## src/rtl/keypad_time_encoder.sv

```systemverilog
// rtl/keypad_time_encoder.sv - keypad debounce and BCD min:sec entry with valid/ready handoff
// Debounces a 12-key panel, shifts digits into m:ss BCD and offers the time to the countdown timer.
module keypad_time_encoder #(
  parameter int DEBOUNCE_CYCLES = 16
) (
  input  logic        clk,
  input  logic        rst_n,
  input  logic [11:0] key,
  input  logic        enable,
  input  logic        time_ready,
  output logic [3:0]  min,
  output logic [3:0]  sec_tens,
  output logic [3:0]  sec_ones,
  output logic        time_valid,
  output logic        digit_stb,
  output logic        key_err
);

  localparam int CW = $clog2(DEBOUNCE_CYCLES + 1);
  localparam logic [CW-1:0] CNT_LAST = CW'(DEBOUNCE_CYCLES - 1);
  localparam int KEY_START = 10;
  localparam int KEY_CLEAR = 11;

  typedef enum logic [1:0] {
    ST_IDLE = 2'd0,
    ST_DEB  = 2'd1,
    ST_REL  = 2'd2,
    ST_HOLD = 2'd3
  } state_e;

  state_e        state_q, state_d;
  logic [11:0]   key_m_q, key_s_q;
  logic [11:0]   cand_q, cand_d;
  logic [CW-1:0] cnt_q, cnt_d;
  logic [3:0]    min_q, min_d;
  logic [3:0]    tens_q, tens_d;
  logic [3:0]    ones_q, ones_d;
  logic          valid_q, valid_d;
  logic          stb_q, stb_d;
  logic          err_q, err_d;
  logic [3:0]    cand_digit;
  logic          time_zero;

  always_ff @(posedge clk or negedge rst_n) begin
    if (!rst_n) begin
      key_m_q <= '0;
      key_s_q <= '0;
      state_q <= ST_IDLE;
      cand_q  <= '0;
      cnt_q   <= '0;
      min_q   <= '0;
      tens_q  <= '0;
      ones_q  <= '0;
      valid_q <= 1'b0;
      stb_q   <= 1'b0;
      err_q   <= 1'b0;
    end else begin
      key_m_q <= key;
      key_s_q <= key_m_q;
      state_q <= state_d;
      cand_q  <= cand_d;
      cnt_q   <= cnt_d;
      min_q   <= min_d;
      tens_q  <= tens_d;
      ones_q  <= ones_d;
      valid_q <= valid_d;
      stb_q   <= stb_d;
      err_q   <= err_d;
    end
  end

  always_comb begin
    cand_digit = 4'd0;
    for (int i = 0; i < 10; i++) begin
      if (cand_q[i]) cand_digit = 4'(i);
    end
  end

  assign time_zero = (min_q == 4'd0) && (tens_q == 4'd0) && (ones_q == 4'd0);

  always_comb begin
    state_d = state_q;
    cand_d  = cand_q;
    cnt_d   = cnt_q;
    min_d   = min_q;
    tens_d  = tens_q;
    ones_d  = ones_q;
    valid_d = valid_q;
    stb_d   = 1'b0;
    err_d   = 1'b0;

    case (state_q)
      ST_IDLE: begin
        if ($onehot(key_s_q)) begin
          cand_d  = key_s_q;
          cnt_d   = '0;
          state_d = ST_DEB;
        end
      end

      ST_DEB: begin
        if (key_s_q != cand_q) begin
          state_d = ST_IDLE;
        end else if (cnt_q == CNT_LAST) begin
          state_d = ST_REL;
          cnt_d   = '0;
          if (cand_q[KEY_CLEAR]) begin
            min_d  = 4'd0;
            tens_d = 4'd0;
            ones_d = 4'd0;
            stb_d  = 1'b1;
          end else if (cand_q[KEY_START]) begin
            if (enable) begin
              if (time_zero) begin
                err_d = 1'b1;
              end else begin
                state_d = ST_HOLD;
                valid_d = 1'b1;
              end
            end
          end else if (enable) begin
            // The old ones digit becomes sec_tens, so it must not exceed 5.
            if (ones_q <= 4'd5) begin
              min_d  = tens_q;
              tens_d = ones_q;
              ones_d = cand_digit;
              stb_d  = 1'b1;
            end else begin
              err_d = 1'b1;
            end
          end
        end else begin
          cnt_d = cnt_q + 1'b1;
        end
      end

      ST_REL: begin
        if (key_s_q != 12'd0) begin
          cnt_d = '0;
        end else if (cnt_q == CNT_LAST) begin
          cnt_d   = '0;
          state_d = ST_IDLE;
        end else begin
          cnt_d = cnt_q + 1'b1;
        end
      end

      ST_HOLD: begin
        if (valid_q && time_ready) begin
          valid_d = 1'b0;
          min_d   = 4'd0;
          tens_d  = 4'd0;
          ones_d  = 4'd0;
          cnt_d   = '0;
          state_d = ST_REL;
        end
      end

      default: state_d = ST_IDLE;
    endcase
  end

  assign min        = min_q;
  assign sec_tens   = tens_q;
  assign sec_ones   = ones_q;
  assign time_valid = valid_q;
  assign digit_stb  = stb_q;
  assign key_err    = err_q;

endmodule

```

## config.mk

```make
export PLATFORM = sky130hd
export DESIGN_NAME = keypad_time_encoder
export DESIGN_NICKNAME = d
export VERILOG_FILES = /design/src/rtl/keypad_time_encoder.sv
export SDC_FILE = /design/constraint.sdc
export NUM_CORES = 1
export LEC_CHECK = 0
export CORE_ASPECT_RATIO = 0.9
export CORE_UTILIZATION = 29
export DETAILED_ROUTE_END_ITERATION = 10
export GPL_ROUTABILITY_DRIVEN = 0
export PLACE_DENSITY = 0.52
export SKIP_LAST_GASP = 1
export SLEW_MARGIN = 20
export SYNTH_ARGS = -nofsm -noshare
export SYNTH_HDL_FRONTEND = slang
export SYNTH_SLANG_ARGS = --single-unit
```

## constraint.sdc

```tcl
create_clock -name clk -period 9.6 [get_ports clk]
set_clock_uncertainty 0.2 [all_clocks]
set_input_delay 2.4 -clock clk [delete_from_list [all_inputs] [get_ports clk]]
set_output_delay 2.4 -clock clk [all_outputs]
set_load 0.03 [all_outputs]
```

==> run metrics <==
Mapped Nets 256; initial antenna violation count 0; first-pass GRT wire length 8.89 mm; PostCTS Resize Cnt 0; CTS buffer count 9; min Tclk post-route 5.19 ns; total congestion overflow 0; total core area 0.00913 mm2; Avg Inst Size Synth 12.2 um2; Placement Cell Area 0.00315 mm2; largest net degree at the start of global routing 59; met3 Resource Use GR 3.88%; H-tree depth 3; layout cells sized above 1 15.8%; Rows 33; Seq/Total Area, Yosys 53.4%; status completed; Yosys warning total 0; hold path start key_m_q[11]; Power Total 803 uW; number of I/O pins 31; routed vias/inst 4.57; vias in the first global route 1,799; post-CTS setup buffers 0; worst-skew pair later-pin latency 0.33 ns; cell area after synthesis 0.00272 mm2; worst-margin pin slew 0.821 ns; top_reg_cell synth dfrtp_1; Initial Util 29.8%; Worst slew margin 45.2%; worst endpoint data arrival time 5.21 ns; Design Area, Final 0.00338 mm2; final WL 5.26 mm; FF-to-FF End cand_q[9]; synthesized flop and latch total 58; largest area contributor in the netlist dfrtp_1; Post-synth top cells 58 x dfrtp_1, 26 x inv_1, 14 x mux2_2; Max Slew Vio Count 0; CP Launch Type flop; internal reg-to-reg setup slack 4.41 ns; final worst-path cycle share 54.0%; die span in y 93.8 um; GRT Max-Usage Layer met2; HP Class reg2reg; asr flop ratio synth 100%; PwrDens 238 mW/mm2; gr usage total 12.0%; Combinational Power Share 28.0%; Seq pwr share 40.2%; DRC viols 0; clock-pin slew on the worst setup and hold paths 0.07 ns; met2 usage 19.0%; clk buf depth 2; WS Path Type reg2reg; CTS Hold Bufs 0; largest cells by area after synthesis dfrtp_1 53%, mux2_2 5.8%, fa_1 5.2%, ha_1 5.1%, xor2_1 3.9%; clk sinks 58; Fmax 193 MHz; switching power share of the total 31.6%; DIE AREA 0.00976 mm2; TNS Setup 0 ns; Cells after Synth 222; DP HPWL 3.80 mm; r2r startpoint key_s_q[0]; critical path endpoint category flop; number of max-cap violations 0; share of the synthesized area in the top cell type 53.4%; count of cell types in the netlist 44; most frequent cell after synthesis dfrtp_1; DR vias 1,772; Final ANT Viol Nets 0; synthesis-to-layout area growth 24.4%; final hold violations 0; Die X 104 um; crit-path max FO 14; Clock Tree Root clkbuf_8; Final setup viols 0; wire per inst 13.6 um; cell count of the worst hold path 0; initial DRC count 55; VDD IR-drop max 0.104 mV; Port Buffers 30; clock power share 31.8%; GR Util met1 15.1%; Hold Path End key_s_q[11]; Req. time, crit path 9.62 ns; Pre-antenna DRT Iters 4; Internal 549 uW; unrepaired setup endpoints after global routing no; switching power 254 uW; worst reg-to-reg path cell count 13; # nets final 295; Util after Layout 37.0%; Static Leak 1.52 nW; TritonCTS clock tree built; Post-synth EDFFs 0; Inserted Diodes 0
metal layers:
layer / vias to the layer above / wire length, um
li1: 857 / -
met1: 874 / 2600
met5: - / 0
met3: 7 / 203
met2: 34 / 2370
met4: 0 / 89
logic make-up (layout without fill, tap and decap cells):
kind of cell	after synthesis	in the layout	share of synthesized area (%)
AO/OA/AOI/OAI	41	41	11.4
AND/OR/NAND/NOR	49	49	10.6
XOR/XNOR	12	12	3.87
flip-flops	58	58	53.4
buffers and inverters	30	74	4.65
adder cells (fa/ha/maj)	18	18	10.2
multiplexers	14	14	5.80
layout make-up:
type                            instances  area, um2
Clock buffer                           12        155
Clock inverter                          4       73.8
Fill cell                             910       5740
Inverter                               26       97.6
Multi-Input combinational cell        134       1140
Sequential cell                        58       1450
Tap cell                              122        153
Timing Repair Buffer                   32        310
layout by cell type, fill, tap and decap left out, types with 9 or more instances in the layout:
cell             Yosys  final
dfrtp_1             58     58
clkdlybuf4s50_1      0     29
inv_1               26     26
mux2_2              14     14
xor2_1              12     12
ha_1                11     11
clkbuf_8             0     11
nor2_1              10     10
nand2_1             10     10
a22o_1               9      9
registers in the layout (all words and copies together) (netlist names):
| signal | cells |
|---|---|
| state_q | 2 |
| cand_q | 12 |
| key_s_q | 12 |
| cnt_q | 5 |
| time_valid | 1 |
| min | 4 |
| key_err | 1 |
| sec_tens | 4 |
| key_m_q | 12 |
| digit_stb | 1 |
| sec_ones | 4 |
power by group through the flow:
stage	Clock, mW	Sequential, mW	Combinational (mW)
2_1_floorplan	0	0.314	0.180
3_3_place_gp	0	0.326	0.223
3_5_place_dp	0	0.326	0.227
4_1_cts	0.270	0.322	0.228
5_1_grt	0.276	0.328	0.253
6_report	0.256	0.323	0.225
stage by stage:
stage               std cells  hold slack [ns]  setup WS, ns
global route              388            0.154          4.14
finish                    388            0.138          4.41
global placement          372            0.134          4.47
CTS                       388            0.137          4.40
detailed placement        372            0.136          4.41
floorplan                 222            0.131          4.89
worst max path at each step:
stage / from / endpoint / depth (start not counted)
after floorplan: key_s_q[0] / cand_q[10] / 15
after global placement: key_s_q[0] / cand_q[10] / 13
after detailed placement: key_s_q[0] / cand_q[7] / 13
after CTS: key_s_q[0] / cand_q[7] / 13
after global routing: key_s_q[0] / cand_q[11] / 13
final: key_s_q[0] / cand_q[9] / 13
critical path: stages (launching register included):
cell       delay (ns)
dfrtp_1          0.43
fa_1             0.52
fa_1             0.51
inv_1            0.05
fa_1             0.49
fa_1             0.41
inv_1            0.07
ha_1             0.15
inv_1            0.05
fa_1             0.38
a211o_1          0.29
a2111oi_2        0.40
and2_0           0.71
mux2_2           0.41
(Power assumes the default switching activity.)
